===== src/rtl/sequenciador_morse_pkg.sv =====
// Shared types and constants for the digit Morse transmit path.
package pacote_morse;

   typedef enum logic [1:0] {OCIOSO, MARCA, ESPACO, FIM} estado_t;

   localparam int DOT_UNITS      = 1;
   localparam int DASH_UNITS     = 3;
   localparam int GAP_UNITS      = 1;
   localparam int CHAR_GAP_UNITS = 3;

   localparam logic [4:0] CODIGO_VAZIO = 5'b01010;

   // Only the ten digit patterns are transmittable; the encoder blank value is not.
   function automatic logic codigo_valido(input logic [4:0] c);
      logic ok;
      case (c)
         5'b00000, 5'b00001, 5'b00011, 5'b00111, 5'b01111,
         5'b11111, 5'b11110, 5'b11100, 5'b11000, 5'b10000: ok = 1'b1;
         default:                                           ok = 1'b0;
      endcase
      if (c == CODIGO_VAZIO) ok = 1'b0;
      return ok;
   endfunction

endpackage


===== src/rtl/sequenciador_morse_temporizador.sv =====
// Loadable down-counter timing marks and gaps; expirou is high while it reads 0.
module temporizador_morse #(
   parameter int CNT_W = 4
) (
   input  logic             clk,
   input  logic             reset,
   input  logic             carga,
   input  logic [CNT_W-1:0] valor,
   output logic             expirou
);

   logic [CNT_W-1:0] cnt_q;

   always_ff @(posedge clk or posedge reset) begin
      if (reset)               cnt_q <= '0;
      else if (carga)          cnt_q <= valor;
      else if (cnt_q != '0)    cnt_q <= cnt_q - 1'b1;
   end

   assign expirou = (cnt_q == '0);

endmodule


===== src/rtl/sequenciador_morse.sv =====
// Keys a 5-symbol digit code out on led with start/busy/done handshake.
// Optional MORSE_ABORT_EN adds the aborta input to cancel a transmission.
module sequenciador_morse
   import pacote_morse::*;
#(
   parameter int UNIT_CYCLES = 4,
   parameter int N_SIMBOLOS  = 5
) (
   input  logic       clk,
   input  logic       reset,
   input  logic       start,
   input  logic [4:0] codigo,
`ifdef MORSE_ABORT_EN
   input  logic       aborta,
`endif
   output logic       led,
   output logic       busy,
   output logic       done,
   output logic       erro,
   output logic [2:0] indice
);

   localparam int CNT_W = $clog2(3*UNIT_CYCLES+1);

   localparam logic [CNT_W-1:0] T_DOT  = CNT_W'(DOT_UNITS*UNIT_CYCLES - 1);
   localparam logic [CNT_W-1:0] T_DASH = CNT_W'(DASH_UNITS*UNIT_CYCLES - 1);
   localparam logic [CNT_W-1:0] T_GAP  = CNT_W'(GAP_UNITS*UNIT_CYCLES - 1);
   localparam logic [CNT_W-1:0] T_CHAR = CNT_W'(CHAR_GAP_UNITS*UNIT_CYCLES - 1);
   localparam logic [2:0]       ULTIMO = 3'(N_SIMBOLOS - 1);

   estado_t          estado_q, estado_d;
   logic [4:0]       sr_q, sr_d;
   logic [2:0]       indice_q, indice_d;
   logic             led_q, led_d;
   logic             busy_q, busy_d;
   logic             done_q, done_d;
   logic             erro_q, erro_d;
   logic             carga;
   logic [CNT_W-1:0] valor;
   logic             expirou;

   function automatic logic [CNT_W-1:0] dur_marca(input logic traco);
      return traco ? T_DASH : T_DOT;
   endfunction

   temporizador_morse #(.CNT_W(CNT_W)) u_tempo (
      .clk     (clk),
      .reset   (reset),
      .carga   (carga),
      .valor   (valor),
      .expirou (expirou)
   );

   always_ff @(posedge clk or posedge reset) begin
      if (reset) begin
         estado_q <= OCIOSO;
         sr_q     <= '0;
         indice_q <= '0;
         led_q    <= 1'b0;
         busy_q   <= 1'b0;
         done_q   <= 1'b0;
         erro_q   <= 1'b0;
      end else begin
         estado_q <= estado_d;
         sr_q     <= sr_d;
         indice_q <= indice_d;
         led_q    <= led_d;
         busy_q   <= busy_d;
         done_q   <= done_d;
         erro_q   <= erro_d;
      end
   end

   always_comb begin
      estado_d = estado_q;
      sr_d     = sr_q;
      indice_d = indice_q;
      led_d    = 1'b0;
      busy_d   = 1'b0;
      done_d   = 1'b0;
      erro_d   = 1'b0;
      carga    = 1'b0;
      valor    = '0;
      unique case (estado_q)
         OCIOSO: begin
            if (start) begin
               if (codigo_valido(codigo)) begin
                  estado_d = MARCA;
                  sr_d     = codigo;
                  indice_d = '0;
                  led_d    = 1'b1;
                  busy_d   = 1'b1;
                  carga    = 1'b1;
                  valor    = dur_marca(codigo[4]);
               end else begin
                  erro_d = 1'b1;
               end
            end
         end
         MARCA: begin
            busy_d = 1'b1;
            led_d  = 1'b1;
            if (expirou) begin
               led_d = 1'b0;
               carga = 1'b1;
               if (indice_q < ULTIMO) begin
                  estado_d = ESPACO;
                  valor    = T_GAP;
               end else begin
                  estado_d = FIM;
                  valor    = T_CHAR;
               end
            end
         end
         ESPACO: begin
            busy_d = 1'b1;
            if (expirou) begin
               // Next symbol's length comes from the bit that becomes the MSB after the shift.
               estado_d = MARCA;
               sr_d     = {sr_q[3:0], 1'b0};
               indice_d = indice_q + 3'd1;
               led_d    = 1'b1;
               carga    = 1'b1;
               valor    = dur_marca(sr_q[3]);
            end
         end
         FIM: begin
            busy_d = 1'b1;
            if (expirou) begin
               estado_d = OCIOSO;
               busy_d   = 1'b0;
               done_d   = 1'b1;
               indice_d = '0;
            end
         end
         default: estado_d = OCIOSO;
      endcase
`ifdef MORSE_ABORT_EN
      if (aborta && estado_q != OCIOSO) begin
         estado_d = OCIOSO;
         indice_d = '0;
         led_d    = 1'b0;
         busy_d   = 1'b0;
         done_d   = 1'b0;
         erro_d   = 1'b1;
         carga    = 1'b1;
         valor    = '0;
      end
`endif
   end

   assign led    = led_q;
   assign busy   = busy_q;
   assign done   = done_q;
   assign erro   = erro_q;
   assign indice = indice_q;

endmodule


===== config.mk =====
export PLATFORM = sky130hd
export DESIGN_NAME = sequenciador_morse
export DESIGN_NICKNAME = d
export VERILOG_FILES = /design/src/rtl/sequenciador_morse_pkg.sv /design/src/rtl/sequenciador_morse_temporizador.sv /design/src/rtl/sequenciador_morse.sv
export SDC_FILE = /design/constraint.sdc
export NUM_CORES = 1
export LEC_CHECK = 0
export BUFFER_PORTS_ARGS = -buffer_cell sky130_fd_sc_hd__buf_2
export CORE_ASPECT_RATIO = 1.1
export CORE_MARGIN = 3
export CORE_UTILIZATION = 54
export CTS_BUF_LIST = sky130_fd_sc_hd__clkbuf_4 sky130_fd_sc_hd__clkbuf_8 sky130_fd_sc_hd__clkbuf_16
export DETAILED_ROUTE_END_ITERATION = 10
export PLACE_DENSITY_LB_ADDON = 0.12
export SETUP_SLACK_MARGIN = 0.05
export SKIP_CTS_REPAIR_TIMING = 1
export SLEW_MARGIN = 25
export SYNTH_ARGS = -nofsm -noshare
export SYNTH_HDL_FRONTEND = slang
export SYNTH_HIERARCHICAL = 1
export SYNTH_SLANG_ARGS = --single-unit

===== constraint.sdc =====
create_clock -name clk -period 3.65 [get_ports clk]
set_input_delay 1.095 -clock clk [delete_from_list [all_inputs] [get_ports clk]]
set_output_delay 1.095 -clock clk [all_outputs]
set_load 0.005 [all_outputs]

Word-level counts from Yosys, hierarchy flattened
Memory sizes are Yosys's and may differ from the RTL's. Index checks and enable logic that the tools add are counted.

Bits in registers: 17. ROM bits: 32. Input port bits: 8. Output and inout bits: 7. Logic and storage cells: 71. Memories kept: 1.

$add $sub $neg: 2. Magnitude comparators: 1. Eq/ne operators: 9. Mux-type cells: 40. Reductions and logical operators: 10.

Memory list: (no name shown) (depth 32, bits a word 1, read ports 1, clocked after Yosys merged registers in 0, write ports 0, line sequenciador_morse_pkg.sv:16) `case (c)`.

Operators with widths (number): two-way mux 4 bit (12); two-way mux 1 bit (12); two-way mux 3 bit (4); one-hot mux 4 bit (3 select lines) (1); two-way mux 2 bit (5); inequality test 2 bit (second input constant) (5); AND reduction 5 bit (2); one-hot mux 3 bit (3 select lines) (1); one-hot mux 2 bit (4 select lines) (1); one-hot mux 4 bit (2 select lines) (1); one-hot mux 1 bit (3 select lines) (2); equality test 5 x 4 -> 1 bit (second input constant) (1); equality test 2 bit (second input constant) (2); zero test 4 bit (1); AND reduction 4 bit (1); nonzero test 2 bit (2); nonzero test 4 bit (1); subtractor 4 x 1 -> 4 bit (second input constant) (1); adder 3 x 1 -> 3 bit (second input constant) (1); less-than comparator 3 bit (second input constant) (1); nonzero test 3 bit (1); equality test 2 x 1 -> 1 bit (second input constant) (1); zero test 2 bit (1); one-hot mux 1 bit (2 select lines) (1); OR reduction 2 bit (1).

Depth between registers and ports, before layout
Gate-level depths: netlist (run 1).

Depth after elaboration: 8. Depth in mapped cells: 9.

Modules after synthesis
Netlist (run 1), hierarchy kept.

By module, submodules not included: sequenciador_morse (instances 1, cells each 103, area each 920.9 um^2, seq. area each 325.3 um^2); temporizador_morse (instances 1, cells each 23, area each 236.5 um^2, seq. area each 100.1 um^2).

Worst setup path after synthesis (run 1)
No wires, ideal clock.

Path type: input port to flip-flop. Start point: input port codigo[0]. End point: register u_tempo.cnt_q[3]. Arrival: 2394 ps. Setup slack: 1130 ps. Stages: 7. Path buffers: 1. Path through: inv_1 > a221oi_2 > o2111ai_2 > a21oi_1 > clkbuf_1 > nor3_1 > a221o_1.

Cells in the longest elaborated chain, start to end: 8. Elaborated cells on any way between the ends: 13. Those cells by class: 1 x eq/ne; 10 x mux; 1 x reduce/logical; 1 x memory.

RTL lines: start: declaration (line sequenciador_morse.sv:12) `input logic [4:0] codigo,`; memory read (32 x 1 bit) / equality test 5 x 4 -> 1 bit (equally long branches); two-way mux 1 bit (*) (line sequenciador_morse_pkg.sv:21) `if (c == CODIGO_VAZIO) ok = 1'b0;`; two-way mux 1 bit (*) (line sequenciador_morse.sv:86) `if (start) begin`; two-way mux 1 bit (*) (line sequenciador_morse.sv:84) `unique case (estado_q)`; two-way mux 1 bit (*) (line sequenciador_morse.sv:87) `if (codigo_valido(codigo)) begin`; two-way mux 1 bit (*) (line sequenciador_morse.sv:86); one-hot mux 1 bit (2 select lines) (*) (line sequenciador_morse.sv:84); via carga (line sequenciador_morse.sv:38) `logic carga;`; two-way mux 4 bit / nonzero test 2 bit (equally long branches); end signal: assignment (line sequenciador_morse_temporizador.sv:16) `else if (carga) cnt_q <= valor;`; end signal: assignment (line sequenciador_morse_temporizador.sv:17) `else if (cnt_q != '0) cnt_q <= cnt_q - 1'b1;`; end: declaration (line sequenciador_morse_temporizador.sv:12) `logic [CNT_W-1:0] cnt_q;`.

Mark *: on every way through the listed nets, which the timed path passes. The rest lies on a longest branch. The select of a mux whose other input is x is not followed. A chain may end at the register's enable or synchronous reset.

Worst setup path in the final report (run 1)
Start point: input port codigo[1]. End point: register u_tempo.cnt_q[3].

The elaborated chain is that of the path after synthesis.

==> run_results.csv, run 1 <==
group,metric,value,unit
clock_tree,clk_path_buf_depth,2,
die,die_width,50.1,um
pwr,power_frac_comb,0.538,
sta,fmax,0.386,GHz
cells_and_area,nets,156,
pwr,power.density,730,mW/mm^2
min_path,holdCritPathClass,"reg -> reg",
clock_tree,cts_sinks,17,
worst_setup_path,worstSetupEndpointType,"flop",
clock_tree,insertion_delay,0.29,ns
die,core_area,0.00190,mm^2
synthesis,synth_edf_count,0,
cells_and_area,filler_cell_count,167,
placed_design,gp_congestion,0.806,
clock_tree,numCtsBuffers,3,
synthesis,synth_top_flop_cell,"dfrtp_1",
worst_setup_path,crit_type,"in -> reg",
cells_and_area,finish.cell_count_without_fillers,166,
synthesis,yosys.cell_count.top_type,"dfrtp_1",
worst_setup_path,worstPathMaxFanout,8,
synthesis,synth_cell_types,42,
min_path,hold_end,"indice[0]",
placed_design,dp_hpwl,1730,um
global_routing,grt_max_degree,15,
synthesis,synth_area_leaders,"dfrtp_1, ha_1, mux2i_1, inv_1, nand2_1",
die,die_y,54.6,um
synthesis,synth_nets,142,
pwr,internal-power,522,uW
routing,viasPerCell,5.84,
synthesis,synth_top_area_cell,"dfrtp_1",
worst_setup_path,rrSetupSlack,1.23,ns
sta,tightest_slew,0.589,ns
die,die_area,0.00274,mm^2
worst_setup_path,timing.rr.end,"u_tempo/cnt_q[3]",
worst_setup_path,crit_path_start_kind,"primary input",
sta,setup_violations,0,
sta,maxSlewHeadroom,0.607,
cells_and_area,seqCellArea,425,um^2
clock_tree,clkSlewWorstSetupHoldPaths,0.10,ns
routing,wl_per_cell,13.8,um
die,io_pins,15,
placed_design,port_buffers,14,
cells_and_area,multiInputGateArea,653,um^2
worst_setup_path,cp.required,3.84,ns
min_path,min_from,"indice[0]",
pwr,peakVddDrop,459,uV
pwr,pwr-share-seq,0.353,
routing,routed_wirelength,2300,um
cells_and_area,drive_gt1_frac,0.201,
die,num_rows,16,
min_path,whs_path_depth,1,
sta,grt_setup_unrepaired,"no",
sta,min_period,2.59,ns
placed_design,placedCellCount,162,
pwr,p_leak,0.573,nW
synthesis,synth_cells,126,
cells_and_area,area.growth.synth_to_final,9.08,%
pwr,p_sw_frac,0.433,
synthesis,ys_seq_area_frac,0.368,
clock_tree,cts_tree,"built",
synthesis,synth_top_area_frac,0.368,
routing,drtPass1Iterations,4,
synthesis,ys_seq_elements,17,
die,start_util,0.609,
pwr,p_sw,399,uW
routing,num_vias,969,
cells_and_area,n_antenna_cell,0,
status,status,"finished clean",
synthesis,avgSynthCellArea,9.19,um^2
routing,drtAntennaViolNets,0,
sta,fin_skew,0.00791,ns
pwr,clkPwrFrac,0.110,
global_routing,grt_pass1_wl,3780,um
sta,slew_viol_final,0,
job,max_cap_viol_count,0,
global_routing,grt_overflow_total,0,
clock_tree,h-tree-depth,1,
clock_tree,cts_root_buffer,"clkbuf_4",
worst_setup_path,r2r_cells,6,
sta,hold_viol_final,0,
global_routing,antenna_found_initial,0,
worst_setup_path,arrival,2.77,ns
synthesis,yosys_warnings,6,
synthesis,synth_commonest_cells,"dfrtp_1, inv_1, nand2_1",
sta,tns,0,ns
global_routing,grt_pass1_vias,843,
sta,finalCritPeriodShare,0.709,
synthesis,async_flop_share,1.00,
synthesis,synth_area,0.00116,mm^2
routing,drt_iter0_drc,16,
global_routing,grtUsageTotal,0.182,
routing,route.detailed.drc,0,
worst_setup_path,r2r-start,"estado_q[1]",
[metal layers]
layer | GRT usage | up-vias | part of all wire
met3 | 0.0300 | 2 | 0.048
met2 | 0.298 | 24 | 0.47
met5 | 0 | - | 0
li1 | - | 481 | -
met4 | 0.0553 | 0 | 0.0070
met1 | 0.249 | 462 | 0.47
[per-stage QoR]
| step | total power, mW | cell area, um^2 | hold slack, ns | utilization | setup WS, ns |
|---|---|---|---|---|---|
| floorplan | 0.706 | 1160 | 0.498 | - | 1.13 |
| global placement | 0.800 | 1230 | 0.525 | 0.649 | 0.859 |
| detailed placement | 0.818 | 1230 | 0.532 | 0.649 | 0.780 |
| CTS | 0.923 | 1260 | 0.557 | 0.664 | 1.10 |
| global route | 1.00 | 1260 | 0.604 | 0.664 | 0.937 |
| finish | 0.921 | 1260 | 0.552 | 0.664 | 1.06 |
[how the worst max path moves through the flow]
stage               startpoint          endpoint  slack [ns]  depth (start not counted)
floorplan            codigo[0]  u_tempo/cnt_q[3]        1.13                          7
global placement     codigo[1]  u_tempo/cnt_q[3]        0.86                          6
detailed placement   codigo[1]  u_tempo/cnt_q[3]        0.78                          6
CTS                  codigo[1]  u_tempo/cnt_q[3]        1.10                          6
global route         codigo[0]  u_tempo/cnt_q[3]        0.94                          7
finish               codigo[1]  u_tempo/cnt_q[3]        1.06                          6
[flip-flops by register name, summed over array words and instances (netlist names)]
name and cells:
led 1, indice 3, busy 1, done 1, u_tempo/cnt_q 4, sr_q 4, erro 1, estado_q 2
[cell usage in the layout (no fill, tap or decap), types with 2 or more instances in the layout]
cell type / Yosys / routed
dfrtp_1: 17 / 17
buf_2: 0 / 14
inv_1: 12 / 12
nand2_1: 12 / 12
nor2_1: 8 / 8
a21oi_1: 8 / 8
ha_1: 8 / 8
o21ai_0: 6 / 6
mux2i_1: 5 / 5
nor3_1: 4 / 4
a31oi_1: 4 / 4
o32ai_1: 3 / 3
clkbuf_4: 0 / 3
nand2b_1: 2 / 2
inv_2: 2 / 2
nand3_1: 2 / 2
o22a_1: 2 / 2
mux2_2: 2 / 2
[power groups by stage]
stage | clock, mW | combinational [mW] | sequential (mW)
after floorplan | 0 | 0.384 | 0.322
after global placement | 0 | 0.474 | 0.326
after detailed placement | 0 | 0.488 | 0.329
after CTS | 0.105 | 0.493 | 0.325
after global routing | 0.114 | 0.554 | 0.336
final | 0.101 | 0.495 | 0.325
[kinds of logic (layout without fill, tap and decap cells)]
kind of cell | Yosys count | in the layout | synth area share
compound gates | 38 | 38 | 0.244
simple gates | 34 | 34 | 0.150
buf+inv | 19 | 32 | 0.0681
flops | 17 | 17 | 0.368
fa+ha+maj | 8 | 8 | 0.0865
mux | 8 | 8 | 0.0724
other cells | 1 | 1 | 0.00324
xor+xnor | 1 | 1 | 0.00757
[critical path, stage by stage]
cell,delay [ns]
buf_2,0.13
a221oi_2,0.39
o2111ai_2,0.23
a21oi_1,0.50
nor3_1,0.09
a221o_1,0.34
[cell type report]
type,instances,share of cell area
timing repair buffer,14,0.0555
clock inverter,1,0.00396
inverter,14,0.0416
tap,27,0.0268
sequential,17,0.337
clock buffer,3,0.0178
multi-input combinational,90,0.517
(Power assumes the default switching activity.)
==> run 2, diff against run 1 <==
- clock period: 3.65 -> 2.4 ns (I/O delays scaled with it)
==> run_results.csv, run 2 (synthesized netlist as in run 1, its figures left out) <==
group,metric,value,unit
status,status,"finished clean",
cells_and_area,nets,160,
sta,finalCritPeriodShare,0.838,
placed_design,dp_hpwl,1800,um
clock_tree,cts_tree,"built",
clock_tree,cts_root_buffer,"clkbuf_4",
placed_design,port_buffers,14,
global_routing,grt_pass1_vias,930,
die,start_util,0.609,
pwr,pwr-share-seq,0.346,
sta,maxSlewHeadroom,0.654,
pwr,p_sw,611,uW
global_routing,grt_max_degree,15,
clock_tree,cts_sinks,17,
pwr,internal-power,824,uW
worst_setup_path,arrival,2.20,ns
die,die_area,0.00274,mm^2
clock_tree,numCtsBuffers,3,
cells_and_area,area.growth.synth_to_final,11.7,%
die,die_y,54.6,um
routing,wl_per_cell,13.9,um
routing,viasPerCell,5.71,
cells_and_area,layout_common_cells,"dfrtp_1, buf_2, inv_1, nand2_1",
die,die_width,50.1,um
worst_setup_path,crit_type,"reg -> reg",
placed_design,gp_congestion,0.837,
clock_tree,h-tree-depth,1,
global_routing,grtUsageTotal,0.199,
worst_setup_path,timing.rr.end,"u_tempo/cnt_q[3]",
sta,grt_setup_unrepaired,"no",
sta,min_period,2.01,ns
job,max_cap_viol_count,0,
pwr,power.density,1110,mW/mm^2
cells_and_area,mostFrequentLayoutCell,"dfrtp_1",
die,io_pins,15,
cells_and_area,drive_gt1_frac,0.224,
pwr,peakVddDrop,617,uV
global_routing,grt_pass1_wl,4010,um
global_routing,grt_overflow_total,0,
pwr,p_sw_frac,0.426,
worst_setup_path,rrSetupSlack,0.39,ns
sta,fin_skew,0.00292,ns
global_routing,antenna_found_initial,0,
worst_setup_path,worstPathMaxFanout,7,
sta,hold_viol_final,0,
sta,tightest_slew,0.519,ns
sta,tns,0,ns
sta,setup_violations,0,
die,core_area,0.00190,mm^2
clock_tree,clk_path_buf_depth,2,
worst_setup_path,cp.required,2.59,ns
sta,fmax,0.497,GHz
die,num_rows,16,
pwr,power_frac_comb,0.546,
cells_and_area,n_antenna_cell,0,
worst_setup_path,worstSetupEndpointType,"flop",
worst_setup_path,r2r_cells,6,
routing,drt_iter0_drc,19,
clock_tree,insertion_delay,0.30,ns
routing,drtPass1Iterations,4,
min_path,holdCritPathClass,"in -> async",
routing,num_vias,970,
cells_and_area,filler_cell_count,165,
pwr,clkPwrFrac,0.108,
pwr,p_leak,0.592,nW
routing,routed_wirelength,2360,um
worst_setup_path,r2r-start,"estado_q[1]",
sta,slew_viol_final,0,
routing,drtAntennaViolNets,0,
sta,whs,0.292,ns
worst_setup_path,crit_path_start_kind,"flop",
clock_tree,clkSlewWorstSetupHoldPaths,0.10,ns
routing,route.detailed.drc,0,
-- run 2: worst max path at each step --
stage | to | from
after floorplan | u_tempo/cnt_q[3] | codigo[0]
after global placement | u_tempo/cnt_q[3] | codigo[1]
after detailed placement | u_tempo/cnt_q[3] | codigo[0]
after CTS | u_tempo/cnt_q[3] | estado_q[1]
after global routing | u_tempo/cnt_q[3] | estado_q[1]
final | u_tempo/cnt_q[3] | estado_q[1]
-- run 2: critical path, cell delays in order (launching register included) --
cell and delay [ns]:
dfrtp_1 0.43, inv_1 0.16, ha_1 0.33, o2111ai_2 0.17, a21oi_1 0.39, nor3_1 0.09
a221o_1 0.33
-- run 2: area by class of cell --
| class | instances | area (um^2) | share of cell area |
|---|---|---|---|
| clock buffers | 3 | 22.5 | 0.0174 |
| clock inverters | 1 | 5.00 | 0.00387 |
| inverters | 14 | 52.6 | 0.0407 |
| multi-input cells | 90 | 653 | 0.505 |
| flip-flops and latches | 17 | 425 | 0.329 |
| well taps | 27 | 33.8 | 0.0261 |
| repair buffers | 18 | 100 | 0.0774 |
-- run 2: layer usage --
| layer | global-route usage | share of wire | up-vias |
|---|---|---|---|
| met5 | 0 | 0 | - |
| met4 | 0.101 | 0.020 | 0 |
| met3 | 0.0327 | 0.044 | 5 |
| met2 | 0.337 | 0.49 | 25 |
| met1 | 0.246 | 0.45 | 452 |
| li1 | - | - | 488 |
-- run 2: metrics by stage --
step,cells,cell area (um^2),setup slack (ns),power (mW),utilization
after floorplan,126,1160,0.255,1.07,-
after global placement,166,1260,0.160,1.26,0.665
after detailed placement,166,1260,0.0729,1.28,0.665
after CTS,170,1290,0.388,1.44,0.680
after global routing,170,1290,0.251,1.58,0.680
final,170,1290,0.388,1.44,0.680
-- run 2: power by group through the flow --
| stage | clock, mW | sequential [mW] | combinational, mW |
|---|---|---|---|
| after floorplan | 0 | 0.489 | 0.584 |
| after global placement | 0 | 0.497 | 0.761 |
| after detailed placement | 0 | 0.504 | 0.780 |
| after CTS | 0.160 | 0.496 | 0.785 |
| after global routing | 0.174 | 0.514 | 0.887 |
| final | 0.155 | 0.497 | 0.784 |
==> run 3, diff against run 2 <==
- CORE_UTILIZATION: 54 -> 51
- clock period: 2.4 -> 1.8 ns (I/O delays scaled with it)
==> run_results.csv, run 3 (synthesized netlist as in run 1, its figures left out) <==
group,metric,value,unit
status,status,"finished clean",
pwr,power.density,1460,mW/mm^2
cells_and_area,nets,179,
pwr,clkPwrFrac,0.092,
placed_design,placedCellCount,182,
pwr,peakVddDrop,1020,uV
sta,finalCritPeriodShare,0.968,
cells_and_area,layout_common_cells,"buf_4, dfrtp_1, buf_2",
placed_design,port_buffers,14,
global_routing,grtUsageTotal,0.180,
pwr,pwr-share-seq,0.300,
sta,tightest_slew,0.542,ns
routing,viasPerCell,5.44,
cells_and_area,area.growth.synth_to_final,33.8,%
sta,maxSlewHeadroom,0.638,
clock_tree,h-tree-depth,1,
cells_and_area,multiInputGateArea,738,um^2
clock_tree,cts_sinks,17,
global_routing,antenna_found_initial,0,
worst_setup_path,cp.required,1.98,ns
sta,setup_violations,0,
cells_and_area,seqCellArea,427,um^2
die,die_y,56.0,um
job,max_cap_viol_count,0,
clock_tree,cts_root_buffer,"clkbuf_4",
cells_and_area,drive_gt1_frac,0.407,
global_routing,grt_max_degree,14,
sta,fmax,0.574,GHz
worst_setup_path,crit_type,"reg -> reg",
placed_design,placed_area,0.00141,mm^2
sta,min_period,1.74,ns
routing,drt_iter0_drc,20,
cells_and_area,final_area,0.00155,mm^2
sta,hold_viol_final,0,
die,die_area,0.00288,mm^2
pwr,p_sw_frac,0.410,
clock_tree,numCtsBuffers,3,
clock_tree,insertion_delay,0.29,ns
worst_setup_path,r2r_cells,8,
worst_setup_path,worstPathMaxFanout,5,
worst_setup_path,crit_path_start_kind,"flop",
pwr,p_sw,925,uW
routing,drtPass1Iterations,4,
cells_and_area,filler_cell_count,174,
clock_tree,clk_path_buf_depth,2,
global_routing,grt_pass1_vias,978,
sta,grt_setup_unrepaired,"yes",
die,core_area,0.00208,mm^2
routing,num_vias,1034,
global_routing,grt_overflow_total,0,
worst_setup_path,worstSetupEndpointType,"flop",
die,io_pins,15,
placed_design,dp_hpwl,1940,um
pwr,power_frac_comb,0.609,
die,die_width,51.4,um
cells_and_area,finish.cell_count_without_fillers,190,
sta,setup_slack,0.0573,ns
routing,routed_wirelength,2550,um
pwr,p_leak,0.712,nW
pwr,internal-power,1.33,mW
placed_design,gp_congestion,0.869,
cells_and_area,n_antenna_cell,0,
routing,wl_per_cell,13.4,um
worst_setup_path,arrival,1.93,ns
cells_and_area,final_core_util,0.743,
sta,fin_skew,0.00110,ns
clock_tree,clkSlewWorstSetupHoldPaths,0.10,ns
cells_and_area,mostFrequentLayoutCell,"buf_4",
min_path,holdCritPathClass,"in -> async",
global_routing,grt_pass1_wl,4090,um
sta,slew_viol_final,0,
placed_design,place_ws,-0.255,ns
clock_tree,cts_tree,"built",
routing,drtAntennaViolNets,0,
die,num_rows,17,
routing,route.detailed.drc,0,
die,start_util,0.555,
run 3: cell type report:
cell class	count	share of cell area
clock buffer	3	0.0145
sequential	17	0.275
tap	28	0.0226
clock inverter	1	0.00323
multi-input combinational	90	0.477
inverter	14	0.0420
timing repair buffer	37	0.166
run 3: metrics by stage:
step	power, mW	hold WS, ns	setup TNS, ns
2_1_floorplan	1.50	0.306	-0.121
3_3_place_gp	1.83	0.432	-1.32
3_5_place_dp	1.86	0.437	-1.59
4_1_cts	2.07	0.113	-0.183
5_1_grt	2.44	0.130	-0.0229
6_report	2.26	0.117	0
run 3: worst max-delay path, cell delays in order, from the launching register on:
cell and delay [ns]:
dfrtp_1 0.41, inv_2 0.08, ha_4 0.13, nor3b_4 0.29, nand2_1 0.11, a21oi_2 0.16
buf_6 0.13, nor3_2 0.04, a221o_1 0.29
run 3: worst paths after layout:
| path | startpoint | endpoint | slack, ns |
|---|---|---|---|
| worst max-delay path | u_tempo/cnt_q[0] | u_tempo/cnt_q[3] | 0.06 |
| worst min-delay path | reset | u_tempo/cnt_q[0] | 0.12 |
| worst max register to register | u_tempo/cnt_q[0] | u_tempo/cnt_q[3] | 0.06 |
| worst min register to register | indice[1] | indice[1] | 0.56 |
| max in group asynchronous | reset | estado_q[1] | 1.13 |
| min in group clk | start | erro | 0.53 |
run 3: power by group through the flow:
stage	logic [mW]	clock network [mW]	registers, mW
after detailed placement	1.19	0	0.672
after global routing	1.51	0.226	0.697
after floorplan	0.843	0	0.654
after CTS	1.19	0.213	0.662
final	1.37	0.207	0.677
after global placement	1.16	0	0.666
run 3: metal layers:
metal | routed length (um) | share of wire | GRT usage | vias up
met1 | 1190 | 0.47 | 0.250 | 481
met4 | 36 | 0.014 | 0.0487 | 0
met5 | 0 | 0 | 0 | -
li1 | - | - | - | 526
met2 | 1220 | 0.48 | 0.289 | 23
met3 | 97 | 0.038 | 0.0241 | 4
